**config.mk**
```make
export PLATFORM = sky130hd
export DESIGN_NAME = unidad_fetch
export DESIGN_NICKNAME = d
export VERILOG_FILES = /design/src/rtl/unidad_fetch.sv
export SDC_FILE = /design/constraint.sdc
export NUM_CORES = 1
export LEC_CHECK = 0
export ABC_AREA = 0
export BUFFER_PORTS_ARGS = -buffer_cell sky130_fd_sc_hd__buf_2
export CAP_MARGIN = 10
export CORE_UTILIZATION = 49
export CTS_CLUSTER_SIZE = 10
export DETAILED_ROUTE_END_ITERATION = 12
export PLACE_DENSITY = 0.83
export SYNTH_ARGS = -nofsm -noshare
export SYNTH_HDL_FRONTEND = slang
export SYNTH_SLANG_ARGS = --single-unit
```
**constraint.sdc**
```tcl
create_clock -name clk -period 2.1 [get_ports clk]
set_input_delay 0.525 -clock clk [delete_from_list [all_inputs] [get_ports clk]]
set_output_delay 0.525 -clock clk [all_outputs]
set_load 0.01 [all_outputs]
```
**src/rtl/unidad_fetch.sv**
```systemverilog
// unidad_fetch: instruction fetch stage in front of a byte-wide ROM.
// Owns the PC, latches the four ROM bytes into an instruction register,
// and handles decode back-pressure, branch redirect/flush and halt-on-opcode.
module unidad_fetch #(
    parameter int              PC_W        = 8,
    parameter logic [PC_W-1:0] RESET_PC    = '0,
    parameter logic [7:0]      HALT_OPCODE = 8'hFF
) (
    input  logic            clk,
    input  logic            reset,
    output logic [PC_W-1:0] direccion,
    input  logic [7:0]      b1,
    input  logic [7:0]      b2,
    input  logic [7:0]      b3,
    input  logic [7:0]      b4,
    input  logic            salto_valido,
    input  logic [PC_W-1:0] salto_dest,
    input  logic            dec_listo,
    output logic [31:0]     instr_out,
    output logic [PC_W-1:0] instr_pc,
    output logic            instr_valida,
    output logic            halted
);

    typedef enum logic {FETCH = 1'b0, HALT = 1'b1} estado_t;

    // Instruction register handed to decode.
    typedef struct packed {
        logic [31:0]     instr;
        logic [PC_W-1:0] pc;
        logic            valida;
    } ir_t;

    estado_t         estado_q, estado_d;
    logic [PC_W-1:0] pc_q, pc_d;
    ir_t             ir_q, ir_d;
    logic            halt_q, halt_d;
    logic            slot_libre;

    // The slot frees up either when empty or when decode takes it this edge,
    // so capture and acceptance can share an edge with no bubble.
    assign slot_libre = !ir_q.valida || dec_listo;

    // Next-state / next-register logic; redirect outranks everything but reset.
    always_comb begin
        estado_d = estado_q;
        pc_d     = pc_q;
        ir_d     = ir_q;
        halt_d   = halt_q;
        if (salto_valido) begin
            // Flush unconditionally: the held instruction is on the wrong path.
            pc_d      = salto_dest;
            ir_d.valida = 1'b0;
            halt_d    = 1'b0;
            estado_d  = FETCH;
        end else begin
            case (estado_q)
                FETCH: begin
                    if (slot_libre) begin
                        ir_d.instr  = {b1, b2, b3, b4};
                        ir_d.pc     = pc_q;
                        ir_d.valida = 1'b1;
                        if (b1 == HALT_OPCODE) begin
                            // Keep the PC on the halt word so a later redirect is the only exit.
                            estado_d = HALT;
                            halt_d   = 1'b1;
                        end else begin
                            pc_d = pc_q + PC_W'(4);
                        end
                    end
                end
                HALT: begin
                    if (dec_listo && ir_q.valida)
                        ir_d.valida = 1'b0;
                end
                default: estado_d = FETCH;
            endcase
        end
    end

    // State and datapath registers with synchronous reset.
    always_ff @(posedge clk) begin
        if (reset) begin
            estado_q <= FETCH;
            pc_q     <= RESET_PC;
            ir_q     <= '0;
            halt_q   <= 1'b0;
        end else begin
            estado_q <= estado_d;
            pc_q     <= pc_d;
            ir_q     <= ir_d;
            halt_q   <= halt_d;
        end
    end

    assign direccion    = pc_q;
    assign instr_out    = ir_q.instr;
    assign instr_pc     = ir_q.pc;
    assign instr_valida = ir_q.valida;
    assign halted       = halt_q;

endmodule

```
==> summary.md, run 1 <==
| Metric | Value |
|---|---|
| Most used routing layer | met2 |
| Post-synthesis sequential area ratio | 52.37% |
| DRT Pass-1 Iters | 4 |
| Die Width | 65.08 um |
| EDFF count, synth | 0 |
| Skew-Pair Late Insertion Delay | 0.30 ns |
| Fillers | 308 |
| CP Data Required Time | 1.57 ns |
| Clock sink total | 51 |
| CP max FO | 6 |
| Chip height | 65.08 um |
| Area grow syn2layout | 33.25% |
| Finished Layout Cells | 377 |
| Antenna fix cells | 0 |
| Routed Antenna Nets | 0 |
| Commonest cells in the netlist | nand2_1 (82), dfxtp_1 (51), a21oi_1 (42), buf_2 (8) |
| Worst hold start | instr_out[27]$_SDFFE_PP0P_ |
| CP Class | reg -> out |
| Status | complete, no violations |
| Endpoint class of the critical path | output port |
| Max Clock Freq | 689.6 MHz |
| DRC | 0 |
| Area occupied by multi-input gates | 842.1 um^2 |
| RSZ-0062 raised after global routing | false |
| Top-area cell type share of the netlist area | 52.37% |
| Clock root buffer | clkbuf_8 |
| Cell Pwr Density | 777.5 nW/um^2 |
| Worst Skew | 0.002772 ns |
| Layout cells sized above 1 | 36.17% |
| Final Net Count | 373 |
| Max Cap Viol | 0 |
| H-Tree Depth | 2 |
| Post-Syn Area | 1949 um^2 |
| Fin crit share | 69.05% |
| Worst reg2reg path startpoint | direccion[4]$_SDFFE_PP0P_ |
| Wire per inst | 11.87 um |
| Synth Flop Type | dfxtp_1 |
| DPL Wire Length | 3251 um |
| Total power | 2.020 mW |
| Mapped Avg Cell Area | 8.260 um^2 |
| Family with the most delay on the worst path | flip-flops |
| Met2 usage | 36.20% |
| Slew margin rel. | 59.43% |
| Grt met1 use | 25.68% |
| Start point of the critical path | direccion[4]$_SDFFE_PP0P_ |
| Clock buffer count from CTS | 5 |
| Seq cells post-synth | 51 |
| Fin. Hold Viols | 0 |
| Vias in the first global route | 1571 |
| Count leader, synth | nand2_1 |
| Mapped Nets | 281 |
| RePlAce Congestion | 0.7834 |
| M3 GR Usage | 5.458% |
| Crit path cell chain | buf_2 |
| Synth cell types | 30 |
| Hold buffer count at CTS | 0 |
| Final setup violation count | 0 |
| Ranking of synthesized cells by area | dfxtp_1 (52%), nand2_1 (16%), a21oi_1 (11%) |
| Iteration-0 DRC Markers | 97 |
| Worst path bufs/invs | 1 |
| Cell count after placement | 369 |
| Initial antenna violation count | 0 |
| Post-CTS setup buffers | 0 |
| Die ar. | 4235 um^2 |
| Setup TNS | 0 ns |
| Synth Instances | 236 |
| Drt total wl | 4475 um |
| Max incr delay on CP | 0.45 ns |
| I/O Buffers | 93 |
| Ports | 94 |
| GRT overflow | 0 |
| Clock Path Buffers | 2 |
| Row count | 22 |
| Synth Warn # | 0 |
| Initial Utilization | 52.07% |
| Worst hold-check path type | reg -> reg |
| WP data arrival | 0.93 ns |
| Seq. cell area | 1021 um^2 |
| Post-CTS sizing | 0 |
| Core area | 3744 um^2 |
| Final min period | 1.450 ns |
| Worst slew pin tran | 0.6086 ns |
| DR vias | 1880 |
| CP max-delay cell | dfxtp_1 |
| Leading area contributor after synthesis | dfxtp_1 |
| Synth async-reset ratio | 0% |
| First-pass GRT wire length | 6948 um |
| Startpoint type of the worst setup path | register |
| Peak VDD IR | 0.6006 mV |
| GRT Overall Usage | 21.15% |
| Clock Pin Slew Worst Setup and Hold Paths | 0.08 ns |
| P_leak | 1.233 nW |
| Largest net degree at the start of global routing | 33 |
| Slew Viols, Final | 0 |
| CTS tree | built |
| Vias per cell | 4.987 |
[power by group]
group	total, mW	switching [mW]	internal (mW)
clock	0.685	0.299	0.385
combinational	0.279	0.155	0.124
sequential	1.06	0.0348	1.02
[final cells by class]
type | count | share of cell area [%]
Tap cell | 48 | 2.312
Clock buffer | 6 | 3.179
Sequential cell | 51 | 39.31
Inverter | 7 | 1.012
Clock inverter | 2 | 1.349
Multi-Input combinational cell | 163 | 32.42
Timing Repair Buffer | 100 | 20.42
[cells in the final DEF (no fill, tap or decap), types with 3 or more instances in the layout]
master,count
buf_4,6
nand2_1,82
dfxtp_1,51
clkbuf_8,6
inv_1,5
a211oi_1,4
a21oi_1,42
buf_2,93
nor2_1,6
nor3_1,3
[per-stage QoR]
step / cell area, um^2 / hold slack (ns) / utilization [%] / setup WS, ns
floorplan: 1949 / 0.4805 / - / 0.6642
global placement: 2480 / 0.4389 / 66.24 / 0.4918
detailed placement: 2480 / 0.4433 / 66.24 / 0.4718
CTS: 2597 / 0.4469 / 69.38 / 0.6526
global route: 2597 / 0.4520 / 69.38 / 0.6269
finish: 2597 / 0.4535 / 69.38 / 0.6499
[sequential cells by signal, indices dropped and copies added (netlist names)]
| signal | cells |
|---|---|
| instr_out | 32 |
| direccion | 8 |
| instr_pc | 8 |
| estado_q | 1 |
| halted | 1 |
| instr_valida | 1 |
[path summary, 6_finish.rpt]
kind | endpoint | slack (ns) | cells after the start
worst max register to register | direccion[7]$_SDFFE_PP0P_ | 0.67 | 4
worst max-delay path | direccion[4] | 0.65 | 1
worst min register to register | instr_out[27]$_SDFFE_PP0P_ | 0.45 | 2
worst min-delay path | instr_out[27]$_SDFFE_PP0P_ | 0.45 | 2
[metal layers]
metal  vias to the layer above  part of all wire, %
li1                        970                    -
met1                       837                   46
met2                        67                   47
met3                         6                  6.4
met4                         0                 0.98
met5                         -                    0
[cells by family after synthesis]
family | count (synthesis) | share of synthesized area (%)
AO/OA/AOI/OAI | 55 | 17.78
XOR/XNOR | 1 | 0.4494
adder cells (fa/ha/maj) | 1 | 0.6417
buffers and inverters | 22 | 4.750
flip-flops | 51 | 52.37
multiplexers | 2 | 1.027
AND/OR/NAND/NOR | 104 | 22.98
Power figures use the tool's default switching activity.
==> run 2, diff against run 1 <==
--- a/config.mk
+++ b/config.mk
@@ -8,10 +8,10 @@
 export ABC_AREA = 0
 export BUFFER_PORTS_ARGS = -buffer_cell sky130_fd_sc_hd__buf_2
 export CAP_MARGIN = 10
-export CORE_UTILIZATION = 49
+export CORE_UTILIZATION = 45
 export CTS_CLUSTER_SIZE = 10
 export DETAILED_ROUTE_END_ITERATION = 12
-export PLACE_DENSITY = 0.83
+export PLACE_DENSITY = 0.77
 export SYNTH_ARGS = -nofsm -noshare
 export SYNTH_HDL_FRONTEND = slang
 export SYNTH_SLANG_ARGS = --single-unit
==> constraint.sdc (replaced) <==
create_clock -name clk -period 1.5 [get_ports clk]
set_input_delay 0.375 -clock clk [delete_from_list [all_inputs] [get_ports clk]]
set_output_delay 0.375 -clock clk [all_outputs]
set_load 0.01 [all_outputs]
==> run 2 against run 1 <==
Net effect:
- wire length rose by 0.76%
- critical path depth is 3 higher
- sequential share of layout area shrank 0.13 points
- non-clock buffer count up 4
- die area is 8.6% higher
- register-to-register slack got worse by 0.54 ns
- design area is 0.34% higher
- first-iteration DRC count decreased by 32%
- setup slack got worse by 0.52 ns
- clock skew up 0.0011 ns
- sequential cell count unchanged
==> summary.md, run 2 (synthesized netlist as in run 1, its figures left out) <==
| Metric | Value |
|---|---|
| P_leak | 1.239 nW (was 1.233 nW) |
| Worst slew pin tran | 0.4060 ns (was 0.6086 ns) |
| Ports | 94 (unchanged) |
| First-pass GRT wire length | 6796 um (was 6948 um) |
| Antenna fix cells | 0 (unchanged) |
| Iteration-0 DRC Markers | 66 (was 97) |
| Wire per inst | 11.77 um (was 11.87 um) |
| Cell Pwr Density | 1005 nW/um^2 (was 777.5 nW/um^2) |
| CP max FO | 5 (was 6) |
| Post-CTS setup buffers | 0 (unchanged) |
| Clock root buffer | clkbuf_8 (unchanged) |
| Final min period | 1.372 ns |
| Row count | 23 (was 22) |
| Clock buffer count from CTS | 5 (unchanged) |
| Fin crit share | 91.44% |
| Largest register FFs | 32 (unchanged) |
| Max Cap Viol | 0 (unchanged) |
| DRC | 0 (unchanged) |
| Finished Layout Cells | 383 (was 377) |
| Die Width | 67.82 um (was 65.08 um) |
| DR vias | 1905 (was 1880) |
| Fin. Hold Viols | 0 (unchanged) |
| I/O Buffers | 93 (unchanged) |
| Skew-Pair Late Insertion Delay | 0.30 ns (about the same) |
| Status | complete, no violations (unchanged) |
| Endpoint class of the critical path | register (was output port) |
| Largest net degree at the start of global routing | 35 (was 33) |
| WP data arrival | 1.59 ns (was 0.93 ns) |
| Cell count after placement | 375 (was 369) |
| Worst Skew | 0.003910 ns (was 0.002772 ns) |
| GRT Overall Usage | 20.04% (was 21.15%) |
| CP Data Required Time | 1.72 ns (was 1.57 ns) |
| Commonest non-fill, non-tap cell in the layout | buf_2 (unchanged) |
| Seq. cell area | 1021 um^2 (unchanged) |
| Initial Utilization | 47.70% (was 52.07%) |
| Slew Viols, Final | 0 (unchanged) |
| Hold buffer count at CTS | 0 (unchanged) |
| Peak VDD IR | 0.4168 mV (was 0.6006 mV) |
| Clock Pin Slew Worst Setup and Hold Paths | 0.08 ns (about the same) |
| Chip height | 67.82 um (was 65.08 um) |
| Die ar. | 4599 um^2 (was 4235 um^2) |
| Layout cells sized above 1 | 36.34% (was 36.17%) |
| Startpoint type of the worst setup path | register (unchanged) |
| Initial antenna violation count | 0 (unchanged) |
| Vias per cell | 4.974 (was 4.987) |
| Slew margin rel. | 72.93% (was 59.43%) |
| Area grow syn2layout | 33.70% (was 33.25%) |
| DPL Wire Length | 3315 um (was 3251 um) |
| Fin util | 63.78% (was 69.38%) |
| DRT Pass-1 Iters | 4 (unchanged) |
| Clock Path Buffers | 2 (unchanged) |
| Area occupied by multi-input gates | 842.1 um^2 (unchanged) |
| Most frequent cells in the layout | buf_2 (93), nand2_1 (82), dfxtp_1 (51) (unchanged) |
| CP Class | reg -> reg (was reg -> out) |
| Setup TNS | 0 ns (unchanged) |
| GRT overflow | 0 (unchanged) |
| RSZ-0062 raised after global routing | false (unchanged) |
| Core area | 4086 um^2 (was 3744 um^2) |
| CTS tree | built (unchanged) |
| Clock sink total | 51 (unchanged) |
| Vias in the first global route | 1507 (was 1571) |
| R2r setup slk | 0.13 ns (was 0.67 ns) |
| Drt total wl | 4509 um (was 4475 um) |
| Final setup violation count | 0 (unchanged) |
| Final Net Count | 377 (was 373) |
| H-Tree Depth | 2 (unchanged) |
| Fillers | 384 (was 308) |
| Routed Antenna Nets | 0 (unchanged) |
| Worst hold-check path type | in -> reg (was reg -> reg) |
| Post-CTS sizing | 0 (unchanged) |
| Max Clock Freq | 729.1 MHz |
| RePlAce Congestion | 0.7421 (was 0.7834) |
[run 2: final cells by class]
type,instances,share of cell area (%)
clock inverters,1,0.1920
flip-flops and latches,51,39.17
inverters,7,1.008
repair buffers,104,21.99
multi-input cells,163,32.31
well taps,50,2.400
clock buffers,7,2.928
[run 2: critical path, cell delays in order (launching register included)]
cell and delay (ns):
dfxtp_1 0.41, and3_1 0.23, nand3_1 0.09, or3_1 0.34
a311oi_2 0.23
[run 2: per-stage QoR]
step	cell area, um^2	setup slack, ns	hold WS, ns	power (mW)
finish	2606	0.1284	0.3062	2.620
global route	2606	0.05529	0.3011	2.759
CTS	2606	0.1381	0.2944	2.665
detailed placement	2525	0.008103	0.4432	1.920
global placement	2525	0.04946	0.4394	1.912
floorplan	1949	0.1692	0.4697	1.715
[run 2: final timing paths]
check	start	depth (start not counted)	to
worst max-delay path	direccion[3]$_SDFFE_PP0P_	4	direccion[7]$_SDFFE_PP0P_
worst min-delay path	b2[0]	3	instr_out[16]$_SDFFE_PP0P_
worst max register to register	direccion[3]$_SDFFE_PP0P_	4	direccion[7]$_SDFFE_PP0P_
worst min register to register	instr_out[16]$_SDFFE_PP0P_	2	instr_out[16]$_SDFFE_PP0P_
[run 2: report_power, final]
| group | leakage [nW] | total, mW | switching, mW | internal, mW |
|---|---|---|---|---|
| clock | 0.0422 | 0.737 | 0.409 | 0.328 |
| sequential | 0.420 | 1.47 | 0.0419 | 1.43 |
| combinational | 0.777 | 0.412 | 0.225 | 0.187 |
[run 2: per-layer routing]
layer | vias up | GRT usage (%) | wire length [um]
met3 | 4 | 4.833 | 325
met2 | 60 | 31.93 | 2055
met4 | 0 | 10.16 | 34
met1 | 866 | 25.10 | 2094
met5 | - | 0 | 0
li1 | 975 | - | -
